`config.mk`:
```
export PLATFORM = sky130hd
export DESIGN_NAME = reg_display_scanner
export DESIGN_NICKNAME = d
export VERILOG_FILES = /design/src/rtl/reg_display_scanner.sv
export SDC_FILE = /design/constraint.sdc
export NUM_CORES = 1
export LEC_CHECK = 0
export CORE_ASPECT_RATIO = 1.75
export CORE_MARGIN = 1.5
export CORE_UTILIZATION = 51
export CTS_CLUSTER_DIAMETER = 100
export CTS_CLUSTER_SIZE = 24
export DETAILED_ROUTE_END_ITERATION = 10
export PLACE_DENSITY = 0.77
export SYNTH_ARGS = -nofsm -noshare
export SYNTH_HDL_FRONTEND = slang
export SYNTH_SLANG_ARGS = --single-unit
```
`constraint.sdc`:
```
create_clock -name clk -period 2.45 [get_ports clk]
set_input_delay 0.245 -clock clk [delete_from_list [all_inputs] [get_ports clk]]
set_output_delay 0.245 -clock clk [all_outputs]
set_load 0.01 [all_outputs]
```
`src/rtl/reg_display_scanner.sv`:
```
// Register-file viewer: a debounced button steps reg_sel, and the selected value is
// snapshotted once per scan frame and multiplexed onto an 8-digit hex display.
module reg_display_scanner #(
    parameter int SCAN_DIV     = 50_000,
    parameter int DEBOUNCE_CYC = 500_000,
    parameter int NUM_REGS     = 26,
    parameter int BLANK_LZ     = 1
) (
    input  logic        clk,
    input  logic        rst_n,
    input  logic        btn_next,
    input  logic [31:0] reg_data,
    output logic [4:0]  reg_sel,
    output logic        sel_pulse,
    output logic [7:0]  an_n,
    output logic [6:0]  seg_n
);
    localparam int SW = (SCAN_DIV > 1) ? $clog2(SCAN_DIV) : 1;
    localparam int DW = (DEBOUNCE_CYC > 1) ? $clog2(DEBOUNCE_CYC) : 1;
    localparam logic [SW-1:0] SCAN_LAST = SW'(SCAN_DIV - 1);
    localparam logic [DW-1:0] DEB_LAST  = DW'(DEBOUNCE_CYC - 1);
    localparam logic [4:0]    SEL_LAST  = 5'(NUM_REGS - 1);

    function automatic logic [6:0] hex_glyph(input logic [3:0] n);
        case (n)
            4'h0: hex_glyph = 7'h40;
            4'h1: hex_glyph = 7'h79;
            4'h2: hex_glyph = 7'h24;
            4'h3: hex_glyph = 7'h30;
            4'h4: hex_glyph = 7'h19;
            4'h5: hex_glyph = 7'h12;
            4'h6: hex_glyph = 7'h02;
            4'h7: hex_glyph = 7'h78;
            4'h8: hex_glyph = 7'h00;
            4'h9: hex_glyph = 7'h10;
            4'hA: hex_glyph = 7'h08;
            4'hB: hex_glyph = 7'h03;
            4'hC: hex_glyph = 7'h46;
            4'hD: hex_glyph = 7'h21;
            4'hE: hex_glyph = 7'h06;
            default: hex_glyph = 7'h0E;
        endcase
    endfunction

    logic [SW-1:0] scan_cnt_q, scan_cnt_d;
    logic [2:0]    digit_idx_q, digit_idx_d;
    logic [31:0]   snapshot_q, snapshot_d;
    logic          sync1_q, sync1_d, sync2_q, sync2_d;
    logic [DW-1:0] deb_cnt_q, deb_cnt_d;
    logic          btn_deb_q, btn_deb_d;
    logic [4:0]    reg_sel_q, reg_sel_d;
    logic          sel_pulse_q, sel_pulse_d;
    logic [7:0]    an_n_q, an_n_d;
    logic [6:0]    seg_n_q, seg_n_d;
    logic [2:0]    hi_idx;
    logic [3:0]    nibble;
    logic          btn_rise;

    // Snapshot only at the frame boundary so one frame never mixes two values.
    always_comb begin
        scan_cnt_d  = scan_cnt_q + 1'b1;
        digit_idx_d = digit_idx_q;
        snapshot_d  = snapshot_q;
        if (scan_cnt_q == SCAN_LAST) begin
            scan_cnt_d  = '0;
            digit_idx_d = digit_idx_q + 3'd1;
            if (digit_idx_q == 3'd7) snapshot_d = reg_data;
        end
    end

    always_comb begin
        hi_idx = 3'd0;
        for (int i = 1; i < 8; i++)
            if (snapshot_q[4*i +: 4] != 4'h0) hi_idx = 3'(i);
        nibble  = snapshot_q[{digit_idx_q, 2'b00} +: 4];
        an_n_d  = ~(8'd1 << digit_idx_q);
        seg_n_d = hex_glyph(nibble);
        if ((BLANK_LZ != 0) && (digit_idx_q > hi_idx)) seg_n_d = 7'h7F;
    end

    // Any return to the accepted level restarts qualification from zero.
    always_comb begin
        sync1_d   = btn_next;
        sync2_d   = sync1_q;
        deb_cnt_d = deb_cnt_q;
        btn_deb_d = btn_deb_q;
        btn_rise  = 1'b0;
        if (sync2_q == btn_deb_q) begin
            deb_cnt_d = '0;
        end else if (deb_cnt_q == DEB_LAST) begin
            deb_cnt_d = '0;
            btn_deb_d = sync2_q;
            btn_rise  = sync2_q;
        end else begin
            deb_cnt_d = deb_cnt_q + 1'b1;
        end
    end

    always_comb begin
        reg_sel_d   = reg_sel_q;
        sel_pulse_d = btn_rise;
        if (btn_rise) reg_sel_d = (reg_sel_q == SEL_LAST) ? 5'd0 : reg_sel_q + 5'd1;
    end

    always_ff @(posedge clk or negedge rst_n) begin
        if (!rst_n) begin
            scan_cnt_q  <= '0;
            digit_idx_q <= 3'd0;
            snapshot_q  <= 32'd0;
            sync1_q     <= 1'b0;
            sync2_q     <= 1'b0;
            deb_cnt_q   <= '0;
            btn_deb_q   <= 1'b0;
            reg_sel_q   <= 5'd0;
            sel_pulse_q <= 1'b0;
            an_n_q      <= 8'hFE;
            seg_n_q     <= 7'h40;
        end else begin
            scan_cnt_q  <= scan_cnt_d;
            digit_idx_q <= digit_idx_d;
            snapshot_q  <= snapshot_d;
            sync1_q     <= sync1_d;
            sync2_q     <= sync2_d;
            deb_cnt_q   <= deb_cnt_d;
            btn_deb_q   <= btn_deb_d;
            reg_sel_q   <= reg_sel_d;
            sel_pulse_q <= sel_pulse_d;
            an_n_q      <= an_n_d;
            seg_n_q     <= seg_n_d;
        end
    end

    assign reg_sel   = reg_sel_q;
    assign sel_pulse = sel_pulse_q;
    assign an_n      = an_n_q;
    assign seg_n     = seg_n_q;
endmodule

```
Word level (Yosys, flattened, before mapping)
Memories as Yosys holds them, arrays and structs flattened.
Index checks and enable logic that the tools add are counted.
{"block": "classes", "n_shift": 2, "n_reduce_logical": 9, "add_sub_neg": 4, "magnitude_cmp": 1, "muxes": 14, "n_eq_ne": 5, "n_bitwise": 2}
{"op": "$mux W19", "n": 2}
{"op": "$shiftx A32 B6 Y4", "n": 1}
{"op": "$reduce_bool A4 Y1", "n": 7}
{"op": "$add A19 B1 Y19 const B", "n": 1}
{"op": "$eq A19 B19 Y1 const B", "n": 1}
{"op": "$mux W3", "n": 6}
{"op": "$add A16 B1 Y16 const B", "n": 1}
{"op": "$eq A16 B16 Y1 const B", "n": 1}
{"op": "$mux W16", "n": 1}
{"op": "$not A8 Y8", "n": 1}
{"op": "$shl A1 B3 Y8 const A", "n": 1}
{"op": "$mux W7", "n": 1}
{"op": "$add A5 B1 Y5 const B", "n": 1}
{"op": "$eq A5 B5 Y1 const B", "n": 1}
{"op": "$mux W5", "n": 1}
{"op": "$reduce_and A2 Y1", "n": 2}
{"op": "$add A3 B1 Y3 const B", "n": 1}
{"op": "$eq A3 B3 Y1 const B", "n": 1}
{"op": "$gt A3 B3 Y1", "n": 1}
{"op": "$mux W1", "n": 3}
{"op": "$eq A1 B1 Y1", "n": 1}
{"op": "$not A1 Y1", "n": 1}
{"block": "word_totals", "rom_bits": 112, "wordCells": 49, "inputBits": 35, "output_inout_bits": 21, "register_bits": 94, "n_memories": 1}
{"memory": "(no name shown)", "words": 16, "width": 7, "read_ports": 1, "rd_clocked_by_memory_dff": 0, "write_ports": 0, "line_no": "25", "source": "case (n)"}

Logic depth before layout (Yosys ltp)
Gate-level depths: netlist of run 1.
{"block": "logic_depth", "depth_word": 10, "mapped_depth": 11}

Least setup slack after synthesis of run 1
OpenSTA, ideal clock, no wires.
{"block": "synth_path", "path_type": "reg-to-reg", "startpoint": "register digit_idx_q[0]", "endpoint": "register seg_n_q[3], in the netlist seg_n[3]", "arrival_time_ps": 2354, "path_slack_ps": -28, "n_path_buf": 1, "path_stages_with_launch": 9, "setup_time_ps": 124, "path_cell_list": "dfrtp_1 -> buf_2 -> mux4_2 -> mux2i_1 -> inv_1 -> ha_1 -> a21oi_1 -> a311oi_1 -> a211o_1"}
{"block": "synth_between", "elab_chain_cells": 3, "elab_cells_between_ends": 4, "classes_between": "order compare: 1; shift: 1; mux: 1; memory: 1"}
{"item": "start, declared", "line_no": "46", "source": "logic [2:0] digit_idx_q, digit_idx_d;"}
{"item": "start signal, assigned", "line_no": "120", "source": "digit_idx_q <= digit_idx_d;"}
{"item": "$shiftx A32 B6 Y4", "line_no": "75", "source": "nibble = snapshot_q[{digit_idx_q, 2'b00} +: 4];"}
{"item": "$mem_v2 Z16 W7"}
{"item": "$mux W7 *", "line_no": "78", "source": "if ((BLANK_LZ != 0) && (digit_idx_q > hi_idx)) seg_n_d = 7'h7F;"}
{"item": "via seg_n_d[3]", "line_no": "54", "source": "logic [6:0] seg_n_q, seg_n_d;"}
{"item": "end signal, assigned", "line_no": "129", "source": "seg_n_q <= seg_n_d;"}
{"item": "end, declared", "line_no": "54"}
Mark *: on every way through the listed nets, which the timed path passes. The rest lies on a longest branch.
A chain may end at the register's enable or synchronous reset.

Worst setup path in the final report of run 1
{"block": "layout_path", "startpoint": "register snapshot_q[17]", "endpoint": "register seg_n_q[2], in the netlist seg_n[2]"}
{"block": "layout_between", "elab_chain_cells": 7, "elab_cells_between_ends": 9, "classes_between": "order compare: 1; shift: 1; mux: 5; reduce/logical: 1; memory: 1"}
{"item": "start, declared", "line_no": "47", "source": "logic [31:0] snapshot_q, snapshot_d;"}
{"item": "start signal, assigned", "line_no": "121", "source": "snapshot_q <= snapshot_d;"}
{"item": "branches (longest 6 deep; another with $mem_v2 Z16 W7)"}
{"item": "$mux W7 *", "line_no": "78"}
{"item": "via seg_n_d[2]", "line_no": "54"}
Mark *: on every way through the listed nets, which the timed path passes.

==> flow_summary.rst, run 1 <==
.. list-table::
   :header-rows: 1

   * - Metric
     - Value
   * - Outcome
     - finished, final reports clean
   * - Start point of the worst min-delay path
     - sync1_q
   * - Commonest non-fill, non-tap cells in the layout
     - dfrtp_1, clkdlybuf4s50_1, nor2_1
   * - Number of distinct standard cells referenced by the synthesized netlist
     - 51
   * - Number of nets still failing antenna checks after routing
     - 0
   * - First-pass detailed-route iteration total
     - 4
   * - Post-route minimum period
     - 2.29 ns
   * - Most common library cell in the layout ignoring fill and taps
     - dfrtp_1
   * - Mapped Area
     - approximately 4700 µm²
   * - Worst IR Drop VDD
     - approximately 0.00041 V
   * - Final worst clock skew
     - between 0.008 and 0.009 ns
   * - Depth of the worst register-to-register path
     - 10
   * - Clock tree from TritonCTS
     - yes
   * - R2R setup slack
     - between 0.15 and 0.2 ns
   * - Worst hold path type
     - reg -> reg
   * - Count of final max-slew check failures
     - 0
   * - Largest net degree at the start of global routing
     - 39
   * - Area growth from synthesis to layout
     - 24.3%
   * - Maximum clock path buffer count
     - 2
   * - Starting density of the core
     - between 50% and 60%
   * - # clock sinks
     - 94
   * - Worst-path maximum fanout
     - 3
   * - Multi-input gate area
     - roughly 2300 µm²
   * - Post-synth net total
     - 452
   * - Setup repair after global routing missed its margin
     - yes
   * - Fillers
     - between 600 and 700
   * - Vertical die dimension
     - between 100 and 150 µm
   * - Total of buffers placed on input and output ports
     - between 50 and 60
   * - Post-synthesis cell type with the largest combined area
     - dfrtp_1
   * - Post-route total power
     - ~0.0034 W
   * - Drc violations
     - 0
   * - Setup Viol. Count Final
     - 0
   * - Highest routed layer
     - met4
   * - Dpl ws
     - -0.0134 ns
   * - Final number of hold-violating endpoints
     - 0
   * - Fin crit share
     - 93.4%
   * - Max_cap viols
     - 0
   * - Clock Latency Late Sink
     - between 0.3 and 0.4 ns
   * - Post-DR vias/cell
     - around 5.5
   * - Area fraction of the dominant cell type after synthesis
     - approximately 46%
   * - Number of instances in the synthesized netlist
     - 398
   * - Timing-limited maximum frequency
     - approximately 440 MHz
   * - Startpoint types
     - flip-flop
   * - Clock-pin slew of the registers on the worst-case setup and hold paths
     - around 0.060 ns
   * - Number of buffers inserted during clock tree synthesis
     - 9
   * - Total power density per cell area
     - roughly 600 nW/µm²
   * - Diodes inserted
     - 0
   * - Most area-consuming cells after synthesis
     - dfrtp_1, mux2_4, ha_1
   * - Via count of the first global-routing pass
     - 3375
   * - Async SR Flop Fraction
     - 100%
   * - Worst R2R End
     - seg_n[2]
   * - Number of ports placed on the die boundary
     - 56
   * - Number of antenna violations at the first check in global routing
     - 0
   * - Violation count after the first detailed-route iteration
     - roughly 180
   * - Total Routing Usage GR
     - approximately 22%
   * - Number of synthesized flops with an enable pin
     - 0
   * - Worst hold path depth
     - 0
   * - End point of the worst hold path
     - sync2_q
   * - Met3 Wirelength
     - ~260 µm
   * - DR vias
     - roughly 3300
   * - Share of synthesized area occupied by flip-flops and latches
     - 50.1%
   * - Fin nets
     - 524
   * - Floorplan die area
     - around 10000 µm²
   * - Data required time of the worst path
     - around 2.7 ns
   * - Critical setup path kind
     - reg -> reg
   * - Synth Register Bits
     - 94
   * - Clock root buffer
     - clkbuf_16
   * - Kind of capture point of the worst setup path
     - flip-flop
   * - HPWL reported at the end of detailed placement
     - roughly 7500 µm
   * - Sequential cell area
     - around 2400 µm²
   * - Standard-cell row count
     - 46
   * - H-Tree Depth
     - 3
   * - Total overflow reported by the global router
     - 0
   * - Routed metal-1 wire length
     - roughly 3600 µm
   * - Average instance area after synthesis
     - roughly 12 µm²
   * - Fraction of final layout cells with drive strength greater than 1
     - between 20% and 30%
   * - Routability-driven placement congestion ratio
     - slightly above 1
   * - Core ar.
     - roughly 9000 µm²
   * - Arrival time reported for the critical path endpoint
     - 2.50 ns
   * - Total wirelength of the detailed-routed design
     - about 10000 µm
   * - Wirelength per Cell
     - about 17 µm
   * - Die W
     - between 70 and 80 µm
   * - Length of routed met2 wiring
     - 5750 µm
   * - R2R Path Start
     - snapshot_q[17]
   * - Least setup slack across all paths after layout
     - approximately 0.16 ns
   * - First-pass GRT wire length
     - 16200 µm
   * - Main synth FF type
     - dfrtp_1
   * - Static leakage power
     - between 2 and 3 nW
   * - Pin slew with the least headroom to its limit
     - 0.526 ns
   * - Slew HR
     - between 60 and 70%
   * - Synth warnings
     - 0
[critical path: stages, from the launching register on]
cell and delay (ns):
dfrtp_1 0.44, nor4_4 0.34, nand2_1 0.13, a21oi_1 0.13
nor2_1 0.06, ha_1 0.30, nor2b_1 0.15, o21ai_1 0.16
a32oi_1 0.14, a31oi_1 0.18, o21ai_0 0.12
[cells in the mapped netlist, drive strengths merged (2+ instances only)]
master	n
buf	5
xnor2	20
mux2i	7
nand4	4
mux4	6
or4	5
ha	19
xor2	13
a31oi	2
and4	2
inv	16
nand3b	2
nand3	18
nor3	7
o21ai	11
nor2b	4
o22ai	2
nand2b	2
a21oi	6
nor2	49
nand2	32
or3	3
dfstp	8
clkbuf	4
dfrtp	86
and3	3
o211ai	2
mux2	38
nor4	7
o221ai	2
[repair_timing]
action | 4_1_cts | 5_1_grt
endpoints found under the setup margin | 1 | 7
hold endpoints to repair | 28 | 0
hold buffers | 1 | 0
resized for setup | 1 | 6
setup buffers | 0 | 0
cloned | 0 | 0
[how the worst max path moves through the flow]
stage,startpoint,to,slack [ns],cells past startpoint
after floorplan,digit_idx_q[0],seg_n[3],0.06,8
after global placement,snapshot_q[17],seg_n[3],0.15,9
after detailed placement,snapshot_q[17],seg_n[2],-0.01,10
after CTS,snapshot_q[21],seg_n[2],0.07,10
after global routing,snapshot_q[17],seg_n[2],-0.004,10
final,snapshot_q[17],seg_n[2],0.16,10
[state kept, by name (all words and copies together) (netlist names)]
register / cells
deb_cnt_q: 19
sync1_q: 1
reg_sel: 5
sel_pulse: 1
scan_cnt_q: 16
snapshot_q: 32
an_n: 8
seg_n: 7
btn_deb_q: 1
sync2_q: 1
digit_idx_q: 3
[through the flow]
step | cells | util, % | instance area, µm² | hold WS, ns | TNS [ns]
2_1_floorplan | 398 | - | 4710 | -0.0506 | 0
3_3_place_gp | 578 | 60.6 | 5480 | 0.242 | 0
3_5_place_dp | 578 | 60.6 | 5480 | 0.244 | -0.0134
4_1_cts | 595 | 64.5 | 5830 | 0.363 | 0
5_1_grt | 595 | 64.8 | 5860 | 0.365 | -0.00386
6_report | 595 | 64.8 | 5860 | 0.360 | 0
[per-layer routing]
layer	up-vias	track usage, %
li1	1537	-
met3	29	3.86
met1	1629	23.5
met4	0	12.0
met2	86	40.6
met5	-	0
[cell type report]
class | count | share of cell area (%)
sequential | 94 | 40.4
timing repair buffer | 70 | 11.8
clock inverter | 6 | 1.86
inverter | 16 | 1.03
tap | 120 | 2.56
clock buffer | 10 | 3.91
multi-input combinational | 279 | 38.5
[kinds of logic after synthesis]
family	synth area share (%)
fa+ha+maj	5.05
buf+inv	2.66
compound gates	4.67
simple gates	15.5
flops	50.1
xor+xnor	6.14
mux	15.8
[power by group]
group	switching [W]	internal (W)	leakage, nW
clock network	0.000563	0.000997	0.167
registers	0.0000400	0.00160	1.18
logic	0.0000999	0.000139	1.26
(Power assumes the default switching activity.)
==> run 2, diff against run 1 <==
--- a/config.mk
+++ b/config.mk
@@ -5,6 +5,7 @@
 export SDC_FILE = /design/constraint.sdc
 export NUM_CORES = 1
 export LEC_CHECK = 0
+export CAP_MARGIN = 20
 export CORE_ASPECT_RATIO = 1.75
 export CORE_MARGIN = 1.5
 export CORE_UTILIZATION = 51
==> results of run 2 <==
The final DEF is identical to that of run 1; final timing and power are the same.
==> run 3, diff against run 2 <==
--- a/config.mk
+++ b/config.mk
@@ -13,6 +13,7 @@
 export CTS_CLUSTER_SIZE = 24
 export DETAILED_ROUTE_END_ITERATION = 10
 export PLACE_DENSITY = 0.77
+export SETUP_SLACK_MARGIN = 0.4
 export SYNTH_ARGS = -nofsm -noshare
 export SYNTH_HDL_FRONTEND = slang
 export SYNTH_SLANG_ARGS = --single-unit
==> run 3 against run 2 <==
Net effect:
- design area is 4.4% higher
- critical endpoint is now seg_n[1]
- first-iteration DRC count is 1.6% higher
- worst hold slack worse by 0.0033 ns
- via count is 1.6% higher
- sequential cell count stayed put
- largest power group unchanged
==> flow_summary.rst, run 3 (synthesis results as in run 1) <==
.. list-table::
   :header-rows: 1

   * - Metric
     - Value
   * - Largest registers
     - snapshot_q (32), deb_cnt_q (19), scan_cnt_q (16)
   * - H-Tree Depth
     - 3
   * - Total Routing Usage GR
     - between 20% and 30%
   * - Post-DR vias/cell
     - ~5.5
   * - Most flop-heavy register
     - snapshot_q
   * - Crit path to
     - seg_n[1]
   * - Wirelength per Cell
     - 16.8 µm
   * - Number of antenna violations at the first check in global routing
     - 0
   * - Slew HR
     - between 60 and 70%
   * - Outcome
     - finished, final reports clean
   * - Worst IR Drop VDD
     - 0.000402 V
   * - Setup repair after global routing missed its margin
     - yes
   * - R2R setup slack
     - 0.30 ns
   * - Post-route setup TNS
     - 0 ns
   * - Hold slack final
     - 0.356 ns
   * - Vertical die dimension
     - 130 µm
   * - DP Area
     - roughly 5500 µm²
   * - Final number of hold-violating endpoints
     - 0
   * - First-pass GRT wire length
     - approximately 16000 µm
   * - Violation count after the first detailed-route iteration
     - ~190
   * - Worst R2R End
     - seg_n[1]
   * - Standard-cell row count
     - 46
   * - Floorplan die area
     - about 9800 µm²
   * - Routability-driven placement congestion ratio
     - around 0.85
   * - Flip-flop count of the largest register after layout
     - 32
   * - Data required time of the worst path
     - roughly 2.7 ns
   * - DR vias
     - ~3300
   * - Clock-pin slew of the registers on the worst-case setup and hold paths
     - around 0.060 ns
   * - Post-layout util
     - between 60% and 70%
   * - Fin crit share
     - 88.0%
   * - Post-route minimum period
     - ~2.2 ns
   * - Diodes inserted
     - 0
   * - Core ar.
     - ~9000 µm²
   * - HPWL reported at the end of detailed placement
     - around 7000 µm
   * - Number of nets still failing antenna checks after routing
     - 0
   * - Clock Latency Late Sink
     - 0.34 ns
   * - Total overflow reported by the global router
     - 0
   * - Setup Viol. Count Final
     - 0
   * - Via count of the first global-routing pass
     - between 3000 and 4000
   * - Total power density per cell area
     - around 530 nW/µm²
   * - First-pass detailed-route iteration total
     - 4
   * - Commonest non-fill, non-tap cells in the layout
     - dfrtp_1, clkdlybuf4s50_1, nor2_1
   * - CP Launch Point
     - snapshot_q[17]
   * - Final worst clock skew
     - 0.00617 ns
   * - Fraction of final layout cells with drive strength greater than 1
     - roughly 29%
   * - Total wirelength of the detailed-routed design
     - approximately 10000 µm
   * - Non-Filler Cell Area, Final
     - between 6000 and 7000 µm²
   * - Worst-path maximum fanout
     - 3
   * - Drc violations
     - 0
   * - Arrival time reported for the critical path endpoint
     - 2.37 ns
   * - Static leakage power
     - about 2.7 nW
   * - Max_cap viols
     - 0
   * - Area growth from synthesis to layout
     - 29.8%
   * - Largest net degree at the start of global routing
     - just under 60
   * - Clock root buffer
     - clkbuf_16
   * - Worst hold path type
     - in -> reg
   * - Timing-limited maximum frequency
     - 464 MHz
   * - Startpoint types
     - flip-flop
   * - Total of buffers placed on input and output ports
     - 55
   * - Number of buffers inserted during clock tree synthesis
     - 9
   * - Clock tree from TritonCTS
     - yes
   * - Post-route total power
     - around 0.0032 W
   * - Count of final max-slew check failures
     - 0
   * - R2R Path Start
     - snapshot_q[17]
   * - Kind of capture point of the worst setup path
     - flip-flop
   * - Most common library cell in the layout ignoring fill and taps
     - dfrtp_1
   * - Maximum clock path buffer count
     - 2
   * - Starting density of the core
     - between 50 and 60%
   * - # clock sinks
     - 94
   * - Depth of the worst register-to-register path
     - 11
   * - Critical setup path kind
     - reg -> reg
   * - Pin slew with the least headroom to its limit
     - about 0.57 ns
   * - Fin nets
     - 535
   * - Number of ports placed on the die boundary
     - 56
   * - Die W
     - approximately 76 µm
-- run 3: cell count changes in the layout (fill, tap and decap cells not counted), moves of 4 or more --
cell     change
buf_4        +9
dfrtp_1      -6
dfrtp_2      +6
ha_1         -5
ha_4         +4
nor4_4       +4
o21ai_0      -7
o21ai_1      +6
-- run 3: power by group --
part	internal, W	switching [W]
registers	0.00160	0.0000466
logic	0.000159	0.000113
clock network	0.000763	0.000550
-- run 3: how the worst min path moves through the flow --
| stage | start | end | cells after the start |
|---|---|---|---|
| finish | btn_next | sync1_q | 1 |
| global route | btn_next | sync1_q | 1 |
| CTS | btn_next | sync1_q | 1 |
| detailed placement | rst_n | deb_cnt_q[2] | 1 |
| global placement | rst_n | deb_cnt_q[2] | 1 |
| floorplan | rst_n | an_n[0] | 0 |
-- run 3: worst max-delay path, stage by stage (launching register included) --
cell      delay [ns]
dfrtp_2         0.43
nor4_4          0.32
buf_4           0.16
a21boi_2        0.17
o21ai_1         0.07
nand2_1         0.12
ha_4            0.15
nor2b_4         0.04
o21ai_2         0.16
a32oi_2         0.11
a31oi_1         0.19
o21ai_1         0.10
-- run 3: timing repair --
| item | in CTS | in global routing |
|---|---|---|
| gates resized for setup | 20 | 31 |
| setup buffers | 14 | 7 |
| pin swaps | 10 | 10 |
| hold buffers | 1 | 0 |
| setup endpoints to repair | 26 | 7 |
| hold endpoints to repair | 29 | 0 |
-- run 3: cell type report --
cell class,count,area (µm²)
well taps,120,150
clock buffers,12,267
clock inverters,4,20.0
repair buffers,81,787
fillers,629,2920
flip-flops and latches,94,2370
inverters,16,62.6
multi-input cells,279,2460
-- run 3: stage by stage --
step                      cells  setup WS, ns
after floorplan             398         0.346
after global placement      568        0.0722
after detailed placement    568        0.0630
after CTS                   599         0.324
after global routing        606         0.186
final                       606         0.295
-- run 3: per-layer routing --
layer / share of wire (%) / global-route usage, % / vias to the layer above
met5: 0 / 0 / -
met4: 2.3 / 9.98 / 0
met3: 3.0 / 4.86 / 19
met2: 57 / 40.4 / 86
met1: 37 / 22.2 / 1658
li1: - / - / 1569
